### config.mk
export PLATFORM = sky130hd
export DESIGN_NAME = tcb_femto_bridge
export DESIGN_NICKNAME = d
export VERILOG_FILES = /design/src/rtl/tcb_femto_bridge.sv
export SDC_FILE = /design/constraint.sdc
export NUM_CORES = 1
export LEC_CHECK = 0
export ABC_AREA = 1
export BUFFER_PORTS_ARGS = -buffer_cell sky130_fd_sc_hd__buf_2
export CELL_PAD_IN_SITES_DETAIL_PLACEMENT = 1
export CELL_PAD_IN_SITES_GLOBAL_PLACEMENT = 1
export CORE_ASPECT_RATIO = 0.6
export CORE_MARGIN = 5
export CORE_UTILIZATION = 31
export DETAILED_ROUTE_END_ITERATION = 8
export HOLD_SLACK_MARGIN = 0.12
export PLACE_DENSITY_LB_ADDON = 0.15
export SLEW_MARGIN = 20
export SYNTH_ARGS = -nofsm -noshare
export SYNTH_HDL_FRONTEND = slang
export SYNTH_SLANG_ARGS = --single-unit
### constraint.sdc
create_clock -name clk -period 1.58 [get_ports clk]
set_input_delay 0.079 -clock clk [delete_from_list [all_inputs] [get_ports clk]]
set_output_delay 0.079 -clock clk [all_outputs]
set_load 0.01 [all_outputs]
### src/rtl/tcb_femto_bridge.sv
// Registered bridge from a FemtoRV32-style memory port to a single TCB manager port.
// Handles rdy backpressure, fixed read latency, bus-error capture and a rdy timeout.
module tcb_femto_bridge #(
  parameter int unsigned    AW       = 22,
  parameter int unsigned    DW       = 32,
  parameter int unsigned    BW       = DW/8,
  parameter int unsigned    RLAT     = 1,
  parameter int unsigned    TMO      = 256,
  parameter logic [DW-1:0]  ERR_DATA = 32'hDEADBEEF
) (
  input  logic          clk,
  input  logic          rst,
  input  logic [31:0]   mem_addr,
  input  logic [31:0]   mem_wdata,
  input  logic [3:0]    mem_wmask,
  input  logic          mem_rstrb,
  output logic [31:0]   mem_rdata,
  output logic          mem_rbusy,
  output logic          mem_wbusy,
  output logic          tcb_vld,
  output logic          tcb_wen,
  output logic [AW-1:0] tcb_adr,
  output logic [BW-1:0] tcb_ben,
  output logic [DW-1:0] tcb_wdt,
  input  logic          tcb_rdy,
  input  logic [DW-1:0] tcb_rdt,
  input  logic          tcb_err,
  output logic          err,
  output logic          viol,
  output logic [7:0]    err_cnt
);

  localparam int unsigned TW = (TMO > 1) ? $clog2(TMO) : 1;

  generate
    if (DW != 32 || RLAT > 2) begin : g_bad_param
      $error("tcb_femto_bridge: DW must be 32 and RLAT must be 0..2");
    end
  endgenerate

  typedef enum logic [1:0] {
    IDLE = 2'd0,
    REQ  = 2'd1,
    RSP  = 2'd2
  } state_t;

  state_t         state;
  logic [TW-1:0]  wait_cnt;
  logic [1:0]     lat_cnt;
  logic           wr_req;
  logic           strobe;
  logic           unused_addr;

  assign wr_req      = |mem_wmask;
  assign strobe      = mem_rstrb | wr_req;
  assign unused_addr = ^mem_addr;

  function automatic logic [7:0] sat_inc(input logic [7:0] v);
    return (v == 8'hFF) ? 8'hFF : v + 8'd1;
  endfunction

  // Request FSM: captures core requests, drives TCB, collects the response.
  always_ff @(posedge clk or negedge rst) begin
    if (!rst) begin
      state     <= IDLE;
      wait_cnt  <= '0;
      lat_cnt   <= 2'd0;
      tcb_vld   <= 1'b0;
      tcb_wen   <= 1'b0;
      tcb_adr   <= '0;
      tcb_ben   <= '0;
      tcb_wdt   <= '0;
      mem_rdata <= 32'h0000_0000;
      mem_rbusy <= 1'b0;
      mem_wbusy <= 1'b0;
      err       <= 1'b0;
      viol      <= 1'b0;
      err_cnt   <= 8'd0;
    end else begin
      case (state)
        IDLE: begin
          if (strobe) begin
            tcb_adr   <= mem_addr[AW-1:0];
            tcb_wdt   <= mem_wdata;
            tcb_ben   <= wr_req ? mem_wmask : {BW{1'b1}};
            tcb_wen   <= wr_req;
            tcb_vld   <= 1'b1;
            mem_rbusy <= ~wr_req;
            mem_wbusy <= wr_req;
            wait_cnt  <= '0;
            state     <= REQ;
            // simultaneous read and write strobes: the write is kept
            if (mem_rstrb && wr_req) begin
              viol <= 1'b1;
            end
          end
        end
        REQ: begin
          if (strobe) begin
            viol <= 1'b1;
          end
          if (tcb_rdy) begin
            tcb_vld <= 1'b0;
            if (tcb_wen) begin
              mem_wbusy <= 1'b0;
              state     <= IDLE;
              if (tcb_err) begin
                err     <= 1'b1;
                err_cnt <= sat_inc(err_cnt);
              end
            end else if (RLAT == 0) begin
              mem_rdata <= tcb_err ? ERR_DATA : tcb_rdt;
              mem_rbusy <= 1'b0;
              state     <= IDLE;
              if (tcb_err) begin
                err     <= 1'b1;
                err_cnt <= sat_inc(err_cnt);
              end
            end else begin
              lat_cnt <= 2'(RLAT);
              state   <= RSP;
            end
          end else if (TMO != 0 && wait_cnt == TW'(TMO - 1)) begin
            tcb_vld   <= 1'b0;
            mem_rbusy <= 1'b0;
            mem_wbusy <= 1'b0;
            err       <= 1'b1;
            err_cnt   <= sat_inc(err_cnt);
            state     <= IDLE;
            if (!tcb_wen) begin
              mem_rdata <= ERR_DATA;
            end
          end else begin
            wait_cnt <= wait_cnt + 1'b1;
          end
        end
        RSP: begin
          if (strobe) begin
            viol <= 1'b1;
          end
          // read data arrives RLAT cycles after the transfer
          if (lat_cnt == 2'd1) begin
            mem_rdata <= tcb_err ? ERR_DATA : tcb_rdt;
            mem_rbusy <= 1'b0;
            state     <= IDLE;
            if (tcb_err) begin
              err     <= 1'b1;
              err_cnt <= sat_inc(err_cnt);
            end
          end else begin
            lat_cnt <= lat_cnt - 2'd1;
          end
        end
        default: begin
          state   <= IDLE;
          tcb_vld <= 1'b0;
        end
      endcase
    end
  end

endmodule

==> flow_summary.ini <==
[cells_and_area]
final_design_area_no_fill_sq_mm = 0.00919
multi_input_area_sq_mm = 0.00236
fin_cells = 1218
fin_nets = 1088
seq_area_sq_mm = 0.00290
drive_above_1_share = 0.401
antenna_cells_inserted = 0
area.growth.synth_to_final_pct = 75.9
layout.filler_cells = 1906

[timing]
layout_worst_path_cycle_share = 1.08
fmax_mhz = 584
worst_slew_pin_slew_ns = 0.393
finalWorstPathRequiredPeriod_ns = 1.71
timing.final.setup_violations = 100
clock-skew-final_ns = 0.0123
hold_viol = 0
worst_hold_slack_ns = 0.197
worst_rel_slew_slack = 0.738
pnr_worst_setup_slack_ns = -0.133
setup_repair_after_global_routing_missed_its_margin = true
drv_slew = 0

[worst_setup_path]
worst-setup-path-type = reg2reg
critical_path_source_type = flop
path_max_fanout = 7
worst_ep_arrival_time_ns = 2.05
worst_setup_path_end_kind = flop
worstPathRequired_ns = 1.92

[logic_synthesis]
synth.area.top_cells = dfrtp_1, nand2_1, inv_1, o2111ai_1, o21ai_1
synthesis.nets = 737
synth_top_cells_by_count = nand2_1, dfrtp_1, inv_1, nor2_1, o21ai_1
synth_largest_area_cell = dfrtp_1
number_of_flops_mapped_to_enable_cells_by_yosys = 0
post_synth_num_cell_types = 30
post_synth_inst_count = 626
postSynthRegisterBits = 116
synth_area_per_cell_sq_um = 8.34
synth_top_area_share = 0.556
ys.flop_type = dfrtp_1
synth-seq-area-share = 0.556
synth_async_sr_flop_share = 1.00
post_synthesis_instance_area_sq_mm = 0.00522
synthesis.yosys.warnings = 0
synth.most_common_cell = nand2_1

[placed_design]
postPlaceCellArea_sq_mm = 0.00676
dp_hpwl_um = 12700
routabilityCongestion = 0.796
post-place-ws_ns = -0.202
numPortBuffers = 198
numPlacedInstances = 1068

[drt]
dr.first_iter.drc_count = 277
routed_via_density = 4.72
totalWireLength_um = 22600
via_count = 5743
route.detailed.drc = 0
final_antenna_net_count = 0
wl_per_cell_um = 18.6
first_pass_iters = 4

[cts]
clk_root_buffer_cell = clkbuf_16
clk_latency_ns = 0.42
clkTransAtPathRegs_ns = 0.06
tritoncts = built
tritoncts_num_sinks = 116
cts_buffer_depth = 2
cts-buffers-inserted = 17
clock_tree.htree_level_count = 4

[floorplan]
placement_rows = 36
die_w_um = 178
die_h_um = 111
floorplan.initialDensity = 0.319
die_area_sq_mm = 0.0196
placeableCoreArea_sq_mm = 0.0164
i_o_pin_total = 209

[power]
power_switching_mw = 8.13
power.combinational.fraction = 0.524
power.density_mw_per_mm2 = 2110
static_leak_nw = 4.69
netSwitchingFraction = 0.420
seq_power_share = 0.263
power_frac_clock = 0.213
power.ir.vdd_worst_v = 0.000826
internal_power_mw = 11.2

[grt]
antenna_found_initial = 0
grt_max_degree = 68
grt_util_all_layers = 0.214
gr_ovfl_total = 0
via_count_of_the_first_global_routing_pass = 6423
grt_pass1_wl_um = 33800

[flow_run]
maxCapViolCount = 0

[hold_path]
min_delay_worst_type = in2reg

[outcome]
outcome = complete, but fails checks
failed_checks = setup timing
==> worst paths after layout <==
| kind | from | endpoint | slack, ns | depth (start not counted) |
|---|---|---|---|---|
| max | wait_cnt[0]$_DFFE_PN0P_ | mem_rdata[22]$_DFFE_PN0P_ | -0.13 | 9 |
| min | tcb_err | err_cnt[7]$_DFFE_PN0P_ | 0.20 | 5 |
| max reg2reg | wait_cnt[0]$_DFFE_PN0P_ | mem_rdata[22]$_DFFE_PN0P_ | -0.13 | 9 |
| min reg2reg | tcb_wdt[5]$_DFFE_PN0P_ | tcb_wdt[5]$_DFFE_PN0P_ | 0.47 | 2 |
| max in group asynchronous | rst | mem_rdata[28]$_DFFE_PN0P_ | 1.01 | 3 |
| min in group asynchronous | rst | tcb_adr[15]$_DFFE_PN0P_ | 0.21 | 3 |
==> timing repair <==
action,4_1_cts,5_1_grt
endpoints found under the setup margin,112,115
endpoints found under the hold margin,207,0
cloned,3,8
buffers inserted,10,9
resized for setup,47,107
pin swaps,7,16
hold buffers,92,0
==> metrics by stage <==
| stage | setup TNS (ns) | util | total power [mW] |
|---|---|---|---|
| floorplan | -0.00555 | - | 8.98 |
| global placement | -4.58 | 0.412 | 11.8 |
| detailed placement | -7.93 | 0.412 | 12.1 |
| CTS | -0.752 | 0.523 | 17.3 |
| global route | -15.00 | 0.560 | 20.6 |
| finish | -5.57 | 0.560 | 19.4 |
==> flip-flops by register name, summed over array words and instances, names as in the netlist <==
register   count
mem_rbusy      1
mem_wbusy      1
state          2
err_cnt        8
tcb_wen        1
viol           1
tcb_wdt       32
lat_cnt        2
mem_rdata     32
wait_cnt       8
err            1
tcb_vld        1
tcb_ben        4
tcb_adr       22
==> power groups by stage <==
| stage | Clock [mW] | Combinational, mW | Sequential (mW) |
|---|---|---|---|
| 2_1_floorplan | 0 | 3.41 | 5.56 |
| 3_3_place_gp | 0 | 6.77 | 5.00 |
| 3_5_place_dp | 0 | 7.05 | 5.04 |
| 4_1_cts | 4.19 | 8.04 | 5.03 |
| 5_1_grt | 4.36 | 11.0 | 5.23 |
| 6_report | 4.13 | 10.1 | 5.08 |
==> routing by layer <==
metal / up-vias / wire (um) / track usage
li1: 2704 / - / -
met1: 2848 / 9600 / 0.267
met2: 157 / 11400 / 0.361
met3: 34 / 1200 / 0.0605
met4: 0 / 429 / 0.0649
met5: - / 0 / 0
==> final cells by class <==
type / instances / area share
Multi-Input combinational cell: 415 / 0.257
Timing Repair inverter: 1 / 0.000953
Tap cell: 228 / 0.0310
Clock buffer: 17 / 0.0463
Clock inverter: 15 / 0.0215
Inverter: 68 / 0.0309
Timing Repair Buffer: 358 / 0.297
Sequential cell: 116 / 0.316
==> cell usage in the layout (no fill, tap or decap), drive strengths merged, types with 3 or more instances in the layout <==
cell type    netlist  final
inv               68     74
o2111ai           24     24
o21ai             52     52
nor2              35     35
nand2            251    251
buf               16    261
dlygate4sd3        0     92
ha                 6      6
o22a               4      4
nand3             22     22
nand4              5      5
clkinv             0      5
bufinv             0      3
dfrtp            116    116
a21oi              4      4
clkbuf            11     22
==> cell families after synthesis <==
logic type / after synthesis / synth area share
buffers and inverters: 95 / 0.0781
adder cells (fa/ha/maj): 6 / 0.0144
AND/OR/NAND/NOR: 320 / 0.243
AO/OA/AOI/OAI: 86 / 0.104
flip-flops: 116 / 0.556
XOR/XNOR: 3 / 0.00503
==> worst max-delay path, cell delays in order, from the launching register on <==
cell and delay [ns]:
dfrtp_1 0.38, ha_1 0.18, nand2_1 0.06, nor2_1 0.15
nand2_2 0.13, nand2_4 0.11, and3_4 0.30, clkbuf_16 0.19
nand2_1 0.05, o21ai_1 0.07
Note: power is estimated with default switching activity, not from simulation.
